## src/rtl/life_pkg.sv

```systemverilog
// life_pkg: shared grid geometry, scheduler state encoding and row one-hot helper
package life_pkg;
    localparam int GRID_ROWS = 8;
    localparam int GRID_COLS = 8;
    localparam int ROW_W     = $clog2(GRID_ROWS);
    localparam int GRID_W    = GRID_ROWS * GRID_COLS;

    typedef enum logic {ST_IDLE, ST_REQ} state_t;

    function automatic logic [GRID_ROWS-1:0] row_onehot(input logic [ROW_W-1:0] idx);
        return GRID_ROWS'(1) << idx;
    endfunction
endpackage

```

## src/rtl/life_row_scan.sv

```systemverilog
// life_row_scan: prescaled row multiplexer driving one-hot rows and registered row data
module life_row_scan
    import life_pkg::*;
#(
    parameter int SCAN_DIV = 64
) (
    input  logic                 clk,
    input  logic                 rst_n,
    input  logic [GRID_W-1:0]    frame_buf_i,
    output logic [GRID_ROWS-1:0] row_o,
    output logic [GRID_COLS-1:0] data_o,
    output logic                 frame_boundary_o,
    output logic                 frame_start_o
);
    localparam int PW = $clog2(SCAN_DIV);

    logic [PW-1:0]        presc_q, presc_d;
    logic [ROW_W-1:0]     idx_q, idx_d;
    logic [GRID_ROWS-1:0] row_d;
    logic [GRID_COLS-1:0] data_d;
    logic                 tick;

    // advance the row on each prescaler wrap; data comes from the buffer value being committed this cycle
    always_comb begin
        tick             = presc_q == PW'(SCAN_DIV - 1);
        presc_d          = tick ? '0 : presc_q + 1'b1;
        idx_d            = tick ? idx_q + 1'b1 : idx_q;
        row_d            = tick ? row_onehot(idx_d) : row_o;
        data_d           = tick ? frame_buf_i[idx_d*GRID_COLS +: GRID_COLS] : data_o;
        frame_boundary_o = tick && idx_q == ROW_W'(GRID_ROWS - 1);
    end

    // scan registers; row 0 is active out of reset with blank data
    always_ff @(posedge clk or negedge rst_n) begin
        if (!rst_n) begin
            presc_q       <= '0;
            idx_q         <= '0;
            row_o         <= GRID_ROWS'(1);
            data_o        <= '0;
            frame_start_o <= 1'b0;
        end else begin
            presc_q       <= presc_d;
            idx_q         <= idx_d;
            row_o         <= row_d;
            data_o        <= data_d;
            frame_start_o <= frame_boundary_o;
        end
    end
endmodule

```

## src/rtl/life_scan_sched.sv

```systemverilog
// life_scan_sched: LED scan controller with tear-free grid shadowing and generation request scheduling
module life_scan_sched
    import life_pkg::*;
#(
    parameter int SCAN_DIV   = 64,
    parameter int GEN_FRAMES = 32
) (
    input  logic                 clk,
    input  logic                 _rst,
    input  logic                 run,
    input  logic                 step,
    input  logic [GRID_W-1:0]    grid_in,
    input  logic                 gen_ack,
    output logic                 gen_req,
    output logic [GRID_ROWS-1:0] row,
    output logic [GRID_COLS-1:0] data,
    output logic                 frame_start,
    output logic                 busy
);
    localparam int FW = $clog2(GEN_FRAMES) + 1;

    state_t            state_q, state_d;
    logic [FW-1:0]     fc_q, fc_d;
    logic [GRID_W-1:0] fb_q, fb_d;
    logic              boundary, idle, go;

    life_row_scan #(.SCAN_DIV(SCAN_DIV)) u_scan (
        .clk             (clk),
        .rst_n           (_rst),
        .frame_buf_i     (fb_d),
        .row_o           (row),
        .data_o          (data),
        .frame_boundary_o(boundary),
        .frame_start_o   (frame_start)
    );

    // request on a step or on the last frame of an auto-run period; ack only counts once in REQ
    always_comb begin
        idle    = state_q == ST_IDLE;
        go      = step || (run && boundary && fc_q == FW'(GEN_FRAMES - 1));
        state_d = idle ? (go ? ST_REQ : ST_IDLE) : (gen_ack ? ST_IDLE : ST_REQ);
    end

    // shadow latch only at idle frame boundaries; frame counter paces auto-run
    always_comb begin
        fb_d = (boundary && idle) ? grid_in : fb_q;
        fc_d = !idle ? fc_q : go ? '0 : (boundary && run) ? fc_q + 1'b1 : fc_q;
    end

    // handshake outputs follow the state directly
    always_comb begin
        gen_req = state_q == ST_REQ;
        busy    = state_q == ST_REQ;
    end

    // scheduler state register
    always_ff @(posedge clk or negedge _rst) begin
        if (!_rst) state_q <= ST_IDLE;
        else       state_q <= state_d;
    end

    // frame counter and shadow buffer registers
    always_ff @(posedge clk or negedge _rst) begin
        if (!_rst) begin
            fc_q <= '0;
            fb_q <= '0;
        end else begin
            fc_q <= fc_d;
            fb_q <= fb_d;
        end
    end
endmodule

```

## config.mk

```make
export PLATFORM = sky130hd
export DESIGN_NAME = life_scan_sched
export DESIGN_NICKNAME = d
export VERILOG_FILES = /design/src/rtl/life_pkg.sv /design/src/rtl/life_row_scan.sv /design/src/rtl/life_scan_sched.sv
export SDC_FILE = /design/constraint.sdc
export NUM_CORES = 1
export LEC_CHECK = 0
export ABC_AREA = 1
export BUFFER_PORTS_ARGS = -buffer_cell sky130_fd_sc_hd__buf_2
export CORE_ASPECT_RATIO = 0.7
export CORE_UTILIZATION = 35
export CTS_CLUSTER_SIZE = 24
export DETAILED_ROUTE_END_ITERATION = 12
export GPL_TIMING_DRIVEN = 0
export PLACE_DENSITY = 0.51
export RECOVER_POWER = 100
export SLEW_MARGIN = 20
export SYNTH_ARGS = -nofsm -noshare
export SYNTH_HDL_FRONTEND = slang
export SYNTH_SLANG_ARGS = --single-unit
```

## constraint.sdc

```tcl
create_clock -name clk -period 2.21 [get_ports clk]
set_input_delay 0.442 -clock clk [delete_from_list [all_inputs] [get_ports clk]]
set_output_delay 0.442 -clock clk [all_outputs]
set_load 0.02 [all_outputs]
```

# [Word level (Yosys, flattened, before mapping)]
# Cells that the tools add are included.
# W data, S select, Z words.
[word_totals] register_bits=97 output_inout_bits=19
[classes] addsub=3 n_eq_ne=3 shifts=2 muxes=8 bitwise_logic=1 reduce_logical=7
[ops] operator="$mux W64" n=1
[ops] operator="$shiftx A64 B7 Y8" n=1
[ops] operator="$mux W6" n=3
[ops] operator="$add A6 B1 Y6 const B" n=2
[ops] operator="$shl A1 B3 Y8 const A" n=1
[ops] operator="$eq A6 B5 Y1 const B" n=1
[ops] operator="$eq A6 B6 Y1 const B" n=1
[ops] operator="$logic_and A1 B1 Y1" n=4
[ops] operator="$add A3 B1 Y3 const B" n=1
[ops] operator="$eq A3 B3 Y1 const B" n=1
[ops] operator="$mux W1" n=3
[ops] operator="$mux W3" n=1
[ops] operator="$reduce_and A2 Y1" n=1
[ops] operator="$reduce_bool A2 Y1" n=1
[ops] operator="$logic_or A1 B1 Y1" n=1
[ops] operator="$not A1 Y1" n=1

# [Longest topological paths before layout]
# Gate-level depths: netlist of run 1.
[logic_depth] word_depth=7 depth_mapped=13 ltp_nobuf=12

# [Modules after synthesis]
# A second synthesis of run 1 with hierarchy kept.
[hier_totals] hier_cells=458 area_unflattened_um2=4556.9
[by_module_without_submodules] module="life_scan_sched" instances=1 cells_per_inst=192 area_per_inst_um2=2776.4 seq_area_each_um2=1776.7
[by_module_without_submodules] module="life_row_scan" instances=1 cells_per_inst=266 area_per_inst_um2=1780.5 seq_area_each_um2=651.9

# [Worst setup path after synthesis of run 1]
# OpenSTA, ideal clock, no wires.
[synth_path] path_type="reg-to-reg" start="register u_scan.idx_q[0]" end="register u_scan.data_o[2]" setup_time_ns=0.124 t_arrival_ns=1.649 required_ns=2.086 slack_ns=0.437 stages_incl_launch_ff=13 n_path_buf=2 cell_sequence="dfrtp_1 -> ha_1 -> ha_1 -> nand4_1 -> buf_2 -> buf_2 -> nand2_1 -> nand2_1 -> nor2_1 -> nor2_1 -> nand2_1 -> nand2_1 -> nand3_1"
[synth_between] elab_chain_cells=5 elab_cells_between_ends=7 classes_between="add/sub: 1; eq/ne: 1; shift: 1; mux: 2; reduce/logical: 2"
[synth_lines] item="start: declaration" line="life_row_scan.sv:18" text="logic [ROW_W-1:0] idx_q, idx_d;"
[synth_lines] item="start signal: assignment" line="life_row_scan.sv:43" text="idx_q <= idx_d;"
[synth_lines] item="parallel branches: the longest is 4 deep, another holds $add A3 B1 Y3"
[synth_lines] item="$shiftx A64 B7 Y8 *" line="life_row_scan.sv:29" text="data_d = tick ? frame_buf_i[idx_d*GRID_COLS +: GRID_COLS] : data_o;"
[synth_lines] item="end signal: assignment" line="life_row_scan.sv:45" text="data_o <= data_d;"
[synth_lines] item="end: declaration" line="life_row_scan.sv:11" text="output logic [GRID_COLS-1:0] data_o,"
# Every way passes the cells marked *.
# A chain may end at the register's enable or synchronous reset.

# [Worst setup path in the final report of run 1]
[layout_path] start="register u_scan.idx_q[0]" end="register u_scan.data_o[3]"
# The elaborated chain is that of the path after synthesis.

==> results of run 1 <==
[where the power goes]
group          switching, mW  total, mW  internal [mW]
clock                  0.723       1.49          0.769
combinational          0.166      0.254         0.0886
sequential            0.0278       1.83           1.80
[through the flow]
| step | setup slack (ns) | util |
|---|---|---|
| 2_1_floorplan | 0.437 | - |
| 3_3_place_gp | -0.436 | 0.406 |
| 3_5_place_dp | -0.102 | 0.409 |
| 4_1_cts | 0.000511 | 0.428 |
| 5_1_grt | -0.0266 | 0.430 |
| 6_report | 0.0983 | 0.430 |
[cell type report]
cell class | instances | area [sq um] | share of cell area
flip-flops and latches | 97 | 2430 | 0.381
clock inverters | 6 | 42.5 | 0.00667
plain buffers | 36 | 245 | 0.0385
inverters | 207 | 777 | 0.122
multi-input cells | 424 | 1950 | 0.307
well taps | 195 | 244 | 0.0383
clock buffers | 10 | 229 | 0.0359
repair buffers | 90 | 453 | 0.0711
[cells in the mapped netlist, drive strengths merged]
library cell / number / share of area
nand3b: 1 / 0.0014
o21bai: 1 / 0.0014
buf: 22 / 0.028
dfstp: 1 / 0.0049
inv: 207 / 0.15
clkbuf: 14 / 0.0098
nor2: 107 / 0.077
a21oi: 8 / 0.0075
o21ai: 14 / 0.015
xnor2: 1 / 0.0016
nor3: 2 / 0.0019
nand4: 66 / 0.077
dfrtp: 96 / 0.45
xor2: 3 / 0.0049
nand3: 13 / 0.013
ha: 4 / 0.0094
nand2: 204 / 0.15
[final timing paths]
kind / end / slack [ns] / depth (start not counted)
worst min register to register: u_scan.presc_q[0]$_DFF_PN0_ / 0.47 / 1
min in group asynchronous: fb_q[5]$_DFF_PN0_ / 0.68 / 2
worst min-delay path: busy$_DFF_PN0_ / 0.27 / 2
max in group asynchronous: u_scan.presc_q[4]$_DFF_PN0_ / 0.43 / 3
worst max register to register: u_scan.data_o[3]$_DFFE_PN0N_ / 0.1 / 12
worst max-delay path: u_scan.data_o[3]$_DFFE_PN0N_ / 0.1 / 12
[critical path: cells and delay by family, from the launching register on]
| family | cells | cell delay, ns |
|---|---|---|
| simple gates | 8 | 0.76 |
| fa+ha+maj | 2 | 0.43 |
| flops | 1 | 0.42 |
| buf+inv | 2 | 0.38 |
[per-layer routing]
layer	global-route usage	vias to the layer above	share of wire
met5	0	-	0
met2	0.282	116	0.42
met3	0.0381	10	0.063
li1	-	2446	-
met4	0.0418	0	0.0098
met1	0.294	2226	0.51
[cell families after synthesis]
family / Yosys count / share of synthesized area
AND/OR/NAND/NOR: 393 / 0.322
buffers and inverters: 243 / 0.184
flip-flops: 97 / 0.455
AO/OA/AOI/OAI: 23 / 0.0241
XOR/XNOR: 4 / 0.00656
adder cells (fa/ha/maj): 4 / 0.00937
[repair_timing]
item	4_1_cts	5_1_grt
hold buffers	1	0
gates cloned	0	0
setup endpoints to repair	6	12
pin swaps	0	1
gates resized for setup	5	36
setup buffers	0	1
hold endpoints to repair	27	0
[sequential cells by signal, indices dropped and copies added (netlist names)]
register / cells
fc_q: 6
u_scan.row_o: 8
fb_q: 64
u_scan.data_o: 8
u_scan.presc_q: 6
busy: 1
u_scan.frame_start_o: 1
u_scan.idx_q: 3
==> results.sh, run 1 <==
export IMPL_end_kind="register"
export IMPL_final_cell_mix="inv_1 (205), nand2_1 (195), nor2_1 (99), dfrtp_1 (96), buf_2 (74)"
export IMPL_pin_count=88
export IMPL_crit_top_cell="nand2_1"
export IMPL_maxCapViolCount=0
export IMPL_mostFrequentLayoutCell="inv_1"
export IMPL_startpoint="u_scan.idx_q[0]$_DFF_PN0_"
export IMPL_power_mw=3.58
export IMPL_hold_viol=0
export IMPL_cts_buffer_depth=2
export IMPL_max_freq_mhz=474
export IMPL_antenna_found_initial=0
export IMPL_fill_cells=1597
export IMPL_start_kind="register"
export IMPL_n_antenna_cell=0
export IMPL_root_buffer="clkbuf_16"
export IMPL_numCtsBuffers=9
export IMPL_min_delay_start="gen_ack"
export IMPL_grt_pass1_vias=4612
export IMPL_detail_route_antenna_nets=0
export IMPL_max_slew_margin=0.524
export IMPL_syn_inst=764
export IMPL_ctsHtreeMaxLevel=3
export IMPL_grt_overflow=0
export IMPL_placed_area_sq_um=6050
export IMPL_fin_crit_sh=0.956
export IMPL_port_buffers=87
export IMPL_tightest_slew_ns=0.714
export IMPL_peakVddDrop_mv=0.402
export IMPL_synth_cell_types=26
export IMPL_cts_clk_slew_worst_paths_ns=0.07
export IMPL_arrival_ns=2.35
export IMPL_synth_net_count=837
export IMPL_reg2reg_from="u_scan.idx_q[0]$_DFF_PN0_"
export IMPL_syn_area_sq_um=5340
export IMPL_drv_slew=0
export IMPL_fin_area_sq_um=6370
export IMPL_crit_required_ns=2.44
export IMPL_grt_pass1_wl_mm=23.2
export IMPL_power_leakage_nw=3.98
export IMPL_grt_max_degree=71
export IMPL_fin_cells=1065
export IMPL_worstSetupPathType="reg -> reg"
export IMPL_path_max_fanout=10
export IMPL_cts_tree="built"
export IMPL_cp_cell_sequence="ha_1 -> ha_1 -> nand4_1 -> buf_6 -> buf_4 -> nand2_1 -> nand2_1 -> nor2_1 -> nor2_1 -> nand2_1 -> nand2_1 -> nand3_1"
export IMPL_dieArea_sq_um=15800
export IMPL_rsz0062_at_grt="true"
export IMPL_tns_ns=0
export IMPL_start_util=0.361
export IMPL_yosys_register_bits=97
export IMPL_routedWlPerCell_um=13.6
export IMPL_dp_cells=1047
export IMPL_coreArea_sq_um=14800
export IMPL_firstDrtPassIters=5
export IMPL_ys_seq_area_frac=0.455
export IMPL_powerDensity_nw_per_um2=561
export IMPL_critPathSlowestCell="dfrtp_1"
export IMPL_gp_congestion=0.805
export IMPL_cpPeakStageDelay_ns=0.42
export IMPL_avgSynthCellArea_sq_um=6.99
export IMPL_clock_latency_ns=0.35
export IMPL_drt_iter0_drc=265
export IMPL_vias_per_cell=4.51
export IMPL_min_path_type="in -> reg"
export IMPL_drive_gt1_frac=0.159
export IMPL_die_w_um=150
export IMPL_fin_nets=938
export IMPL_area_growth_pct=19.3
export IMPL_die_y_um=105
export IMPL_row_count=37
export IMPL_place_hpwl_mm=10.7
export IMPL_fin_worst_skew_ns=0.00741
export IMPL_status="finished clean"
export IMPL_drc=0
export IMPL_routed_wl_mm=14.4
export IMPL_vias=4798
export IMPL_setup_violations=0
export IMPL_holdWs_ns=0.269
export IMPL_yosys_warnings=0
export IMPL_clkSinkCount=97
export IMPL_post_route_min_period_ns=2.11
export IMPL_grt_total_usage=0.194
No activity file was read; power rests on OpenSTA's default activity.
==> run 2: changes to the inputs <==
==> constraint.sdc (replaced) <==
create_clock -name clk -period 2.7 [get_ports clk]
set_input_delay 0.54 -clock clk [delete_from_list [all_inputs] [get_ports clk]]
set_output_delay 0.54 -clock clk [all_outputs]
set_load 0.02 [all_outputs]
==> run 2 against run 1 <==
The flow now finishes with violations (max-capacitance violations, max-slew violations). Cell area is 1.6% lower. Register-to-register slack improved by 0.21 ns. Sequential cell count did not move. Die area stayed put. Combinational power fell by 19%. Global-route usage hardly changed. Critical path depth fell by 1. Wire length fell by 0.47%. Total power shrank 18%. Worst hold slack improved by 0.10 ns. Sequential share of layout area is 0.62 points higher. Critical endpoint is now u_scan.data_o[2]$_DFFE_PN0N_.
==> results.sh, run 2 (same netlist as run 1, synthesis figures left out) <==
export IMPL_cts_resized=0
export IMPL_clock_power_share=0.417
export IMPL_drc=0
export IMPL_pin_count=88
export IMPL_rsz0062_at_grt="false"
export IMPL_tightest_slew_ns=1.65
export IMPL_drv_slew=28
export IMPL_numCtsBuffers=9
export IMPL_netSwitchingPower_mw=0.745
export IMPL_power_leakage_nw=3.92
export IMPL_gp_congestion=0.805
export IMPL_powerDensity_nw_per_um2=466
export IMPL_largest_register="fb_q"
export IMPL_root_buffer="clkbuf_16"
export IMPL_violations="max-capacitance violations, max-slew violations"
export IMPL_grt_pass1_vias=4608
export IMPL_ctsHtreeMaxLevel=3
export IMPL_setup_violations=0
export IMPL_max_freq_mhz=418
export IMPL_p_sw_frac=0.255
export IMPL_dieArea_sq_um=15800
export IMPL_placed_area_sq_um=6050
export IMPL_cts_setup_buffers=0
export IMPL_seq_area_sq_um=2430
export IMPL_final_cell_mix="inv_1 (205), nand2_1 (198), nor2_1 (105), dfrtp_1 (96), buf_2 (78)"
export IMPL_mostFrequentLayoutCell="inv_1"
export IMPL_grt_overflow=0
export IMPL_fill_cells=1607
export IMPL_grt_max_degree=71
export IMPL_start_util=0.361
export IMPL_maxCapViolCount=1
export IMPL_die_w_um=150
export IMPL_worstSetupPathType="reg -> reg"
export IMPL_pwr_share_seq=0.512
export IMPL_antenna_found_initial=0
export IMPL_clkSinkCount=97
export IMPL_area_growth_pct=17.4
export IMPL_min_path_type="in -> reg"
export IMPL_largestRegisters="fb_q: 64 flops, u_scan.data_o: 8 flops, u_scan.row_o: 8 flops"
export IMPL_port_buffers=87
export IMPL_n_antenna_cell=0
export IMPL_hold_buffers=0
export IMPL_peakVddDrop_mv=0.327
export IMPL_fin_area_sq_um=6270
export IMPL_max_slew_margin=-0.0988
export IMPL_firstDrtPassIters=5
export IMPL_fin_crit_sh=0.886
export IMPL_grt_pass1_wl_mm=23.2
export IMPL_status="finished, violations left"
export IMPL_hold_viol=0
export IMPL_arrival_ns=2.63
export IMPL_holdWs_ns=0.369
export IMPL_detail_route_antenna_nets=0
export IMPL_grt_total_usage=0.194
export IMPL_post_route_min_period_ns=2.39
export IMPL_fin_nets=936
export IMPL_intPower_mw=2.18
export IMPL_place_hpwl_mm=10.7
export IMPL_crit_required_ns=2.93
export IMPL_routed_wl_mm=14.4
export IMPL_row_count=37
export IMPL_routedWlPerCell_um=13.5
export IMPL_coreArea_sq_um=14800
export IMPL_end_kind="register"
export IMPL_multi_input_area_sq_um=1910
export IMPL_cts_clk_slew_worst_paths_ns=0.07
export IMPL_fin_worst_skew_ns=0.00745
export IMPL_path_max_fanout=10
export IMPL_r2r_setup_slack_ns=0.31
export IMPL_drt_iter0_drc=262
export IMPL_cts_buffer_depth=2
export IMPL_drive_gt1_frac=0.131
export IMPL_tns_ns=0
export IMPL_vias=4773
export IMPL_die_y_um=105
export IMPL_cts_tree="built"
export IMPL_vias_per_cell=4.49
export IMPL_start_kind="register"
export IMPL_post_route_util=0.423
export IMPL_pwr_share_comb=0.071
export IMPL_clock_latency_ns=0.35
export IMPL_largest_reg_flops=64
[run 2: power groups by stage]
stage	Clock (mW)	Sequential, mW	Combinational, mW
after floorplan	0	1.52	0.0918
after global placement	0	1.52	0.205
after detailed placement	0	1.53	0.214
after CTS	1.25	1.50	0.215
after global routing	1.30	1.50	0.237
final	1.22	1.50	0.207
[run 2: final timing paths]
path                                                     end  depth (start not counted)                         from
max in group asynchronous        u_scan.row_o[0]$_DFFE_PN1N_                          2                         _rst
worst min register to register   u_scan.presc_q[0]$_DFF_PN0_                          1  u_scan.presc_q[0]$_DFF_PN0_
worst max register to register  u_scan.data_o[2]$_DFFE_PN0N_                         11    u_scan.idx_q[0]$_DFF_PN0_
min in group asynchronous                  fb_q[5]$_DFF_PN0_                          1                         _rst
worst min-delay path                          busy$_DFF_PN0_                          2                      gen_ack
worst max-delay path            u_scan.data_o[2]$_DFFE_PN0N_                         11    u_scan.idx_q[0]$_DFF_PN0_
[run 2: layout make-up]
class | count | share of cell area
Sequential cell | 97 | 0.387
Multi-Input combinational cell | 424 | 0.305
Inverter | 207 | 0.124
Timing Repair Buffer | 88 | 0.0698
Tap cell | 195 | 0.0389
Clock buffer | 10 | 0.0365
Buffer | 36 | 0.0321
Clock inverter | 6 | 0.00678
[run 2: critical path, stage by stage, from the launching register on]
cell	delay (ns)
dfrtp_1	0.40
ha_1	0.18
ha_1	0.19
buf_2	0.29
clkbuf_1	0.43
nand4_1	0.14
nand2_1	0.12
nor2_1	0.05
nor2_1	0.24
nand2_1	0.10
nand2_1	0.07
nand3_1	0.07
[run 2: through the flow]
| stage | setup slack [ns] | total power, mW | std cells |
|---|---|---|---|
| floorplan | 0.927 | 1.61 | 764 |
| global placement | -0.0435 | 1.73 | 1046 |
| detailed placement | 0.388 | 1.74 | 1047 |
| CTS | 0.380 | 2.96 | 1063 |
| global route | 0.140 | 3.04 | 1063 |
| finish | 0.307 | 2.92 | 1063 |
[run 2: layer usage]
layer | GRT usage | wire length (um)
met5 | 0 | 0
met2 | 0.281 | 6020
met4 | 0.0418 | 116
met1 | 0.294 | 7500
met3 | 0.0385 | 741
==> run 3: changes to the inputs <==
--- a/config.mk
+++ b/config.mk
@@ -12,7 +12,7 @@
 export CTS_CLUSTER_SIZE = 24
 export DETAILED_ROUTE_END_ITERATION = 12
 export GPL_TIMING_DRIVEN = 0
-export PLACE_DENSITY = 0.51
+export PLACE_DENSITY = 0.56
 export RECOVER_POWER = 100
 export SLEW_MARGIN = 20
 export SYNTH_ARGS = -nofsm -noshare
==> run 3 against run 2 <==
The flow still finishes with violations (max-capacitance violations, max-slew violations). Highest routed layer unchanged. Critical path depth is the same. Largest cell class unchanged. Total power grew 4.3%. Sequential share of layout area shrank 0.25 points. Cell area grew 0.64%. Clock skew grew 0.0022 ns. Clock power grew 9.8%. First-iteration DRC count grew 27%. Combinational power is essentially flat. Worst setup slack gained 0.060 ns. Maximum frequency grew 2.6%. Wire length shrank 0.52%. Largest power group unchanged.
==> results.sh, run 3 (same netlist as run 1, synthesis figures left out) <==
export IMPL_power_leakage_nw=3.94
export IMPL_grt_pass1_wl_mm=23.4
export IMPL_n_antenna_cell=0
export IMPL_max_freq_mhz=429
export IMPL_drt_iter0_drc=332
export IMPL_row_count=37
export IMPL_firstDrtPassIters=5
export IMPL_clock_power_share=0.440
export IMPL_critPathTopFamily="simple AND/OR/NAND/NOR gates"
export IMPL_arrival_ns=2.56
export IMPL_die_w_um=150
export IMPL_drc=0
export IMPL_post_route_min_period_ns=2.33
export IMPL_maxCapViolCount=1
export IMPL_netSwitchingPower_mw=0.709
export IMPL_area_growth_pct=18.2
export IMPL_cts_buffer_depth=2
export IMPL_fill_cells=1574
export IMPL_powerDensity_nw_per_um2=483
export IMPL_max_slew_margin=-0.289
export IMPL_fin_worst_skew_ns=0.00970
export IMPL_placed_area_sq_um=6050
export IMPL_final_cell_mix="inv_1 (206), nand2_1 (198), nor2_1 (105), dfrtp_1 (96), buf_2 (78)"
export IMPL_port_buffers=87
export IMPL_numCtsBuffers=9
export IMPL_met3_usage=0.0364
export IMPL_drive_gt1_frac=0.132
export IMPL_crit_top_cell="nand2_1"
export IMPL_root_buffer="clkbuf_16"
export IMPL_coreArea_sq_um=14800
export IMPL_setup_violations=0
export IMPL_detail_route_antenna_nets=0
export IMPL_worstSetupPathType="reg -> reg"
export IMPL_pin_count=88
export IMPL_start_util=0.361
export IMPL_crit_required_ns=2.92
export IMPL_hold_viol=0
export IMPL_grt_max_degree=65
export IMPL_die_y_um=105
export IMPL_grt_busiest_layer="met1"
export IMPL_ctsHtreeMaxLevel=3
export IMPL_dieArea_sq_um=15800
export IMPL_violations="max-capacitance violations, max-slew violations"
export IMPL_largest_register="fb_q"
export IMPL_tightest_slew_ns=1.93
export IMPL_end_kind="register"
export IMPL_cts_setup_buffers=0
export IMPL_fin_nets=936
export IMPL_grt_total_usage=0.195
export IMPL_start_kind="register"
export IMPL_grt_use_met1=0.317
export IMPL_vias=4660
export IMPL_cpPeakStageDelay_ns=0.40
export IMPL_hold_buffers=0
export IMPL_drv_slew=35
export IMPL_gp_congestion=0.804
export IMPL_min_path_type="in -> reg"
export IMPL_pwr_share_comb=0.068
export IMPL_p_sw_frac=0.233
export IMPL_grt_pass1_vias=4324
export IMPL_fin_crit_sh=0.864
export IMPL_clkSinkCount=97
export IMPL_largestRegisters="fb_q: 64 flops, u_scan.data_o: 8 flops, u_scan.row_o: 8 flops"
export IMPL_mostFrequentLayoutCell="inv_1"
export IMPL_pwr_share_seq=0.491
export IMPL_multi_input_area_sq_um=1920
export IMPL_place_hpwl_mm=10.4
export IMPL_cts_clk_slew_worst_paths_ns=0.07
export IMPL_gr_usage_met2=0.264
export IMPL_routed_wl_mm=14.3
export IMPL_vias_per_cell=4.38
export IMPL_largest_reg_flops=64
export IMPL_path_max_fanout=10
export IMPL_fin_area_sq_um=6310
export IMPL_cp_cell_sequence="ha_1 -> ha_1 -> buf_2 -> clkbuf_1 -> nand4_1 -> nand2_1 -> nor2_1 -> nor2_1 -> nand2_1 -> nand2_1 -> nand3_1"
export IMPL_cts_tree="built"
export IMPL_intPower_mw=2.34
export IMPL_clock_latency_ns=0.34
export IMPL_critPathSlowestCell="dfrtp_1"
export IMPL_seq_area_sq_um=2430
export IMPL_peakVddDrop_mv=0.273
export IMPL_critPathBufInv=2
export IMPL_cts_resized=0
export IMPL_holdWs_ns=0.377
export IMPL_routedWlPerCell_um=13.4
export IMPL_status="finished, violations left"
export IMPL_grt_overflow=0
export IMPL_rsz0062_at_grt="false"
export IMPL_antenna_found_initial=0
## run 3: area by class of cell
cell class	instances	area share
Tap cell	195	0.0387
Buffer	36	0.0319
Timing Repair Buffer	88	0.0668
Clock buffer	12	0.0422
Sequential cell	97	0.385
Clock inverter	4	0.00793
Inverter	207	0.123
Multi-Input combinational cell	424	0.305
## run 3: power groups by stage
stage | clock network [mW] | registers [mW] | logic, mW
final | 1.34 | 1.50 | 0.208
after global routing | 1.44 | 1.50 | 0.243
after CTS | 1.37 | 1.50 | 0.217
after detailed placement | 0 | 1.52 | 0.216
after global placement | 0 | 1.52 | 0.210
after floorplan | 0 | 1.52 | 0.0918
## run 3: metal layers
layer / part of all wire / wire (um)
met2: 0.39 / 5570
met5: 0 / 0
met3: 0.057 / 818
met1: 0.55 / 7830
met4: 0.0048 / 68
## run 3: path summary, 6_finish.rpt
kind                                                  start                            to  slack [ns]  cells after the start
min in group asynchronous                              _rst            fb_q[19]$_DFF_PN0_        0.74                      1
worst max-delay path              u_scan.idx_q[0]$_DFF_PN0_  u_scan.data_o[3]$_DFFE_PN0N_        0.37                     11
max in group asynchronous                              _rst            fb_q[63]$_DFF_PN0_        0.56                      2
worst max register to register    u_scan.idx_q[0]$_DFF_PN0_  u_scan.data_o[3]$_DFFE_PN0N_        0.37                     11
worst min-delay path                                gen_ack                busy$_DFF_PN0_        0.38                      2
worst min register to register  u_scan.presc_q[0]$_DFF_PN0_   u_scan.presc_q[0]$_DFF_PN0_        0.47                      1
## run 3: worst register-to-register path: cells and delay by family (launching register included)
family	cells	cell delay, ns
adders and majority gates	2	0.36
DFF	1	0.40
and+or+nand+nor	7	0.76
buffers and inverters	2	0.70
## run 3: per-stage QoR
| stage | TNS (ns) | setup WS, ns | util | std cells | power [mW] |
|---|---|---|---|---|---|
| finish | 0 | 0.367 | 0.426 | 1063 | 3.05 |
| global route | 0 | 0.129 | 0.426 | 1063 | 3.18 |
| CTS | 0 | 0.375 | 0.430 | 1063 | 3.09 |
| detailed placement | 0 | 0.384 | 0.409 | 1047 | 1.74 |
| global placement | -4.36 | -0.0535 | 0.406 | 1046 | 1.73 |
| floorplan | 0 | 0.927 | - | 764 | 1.61 |
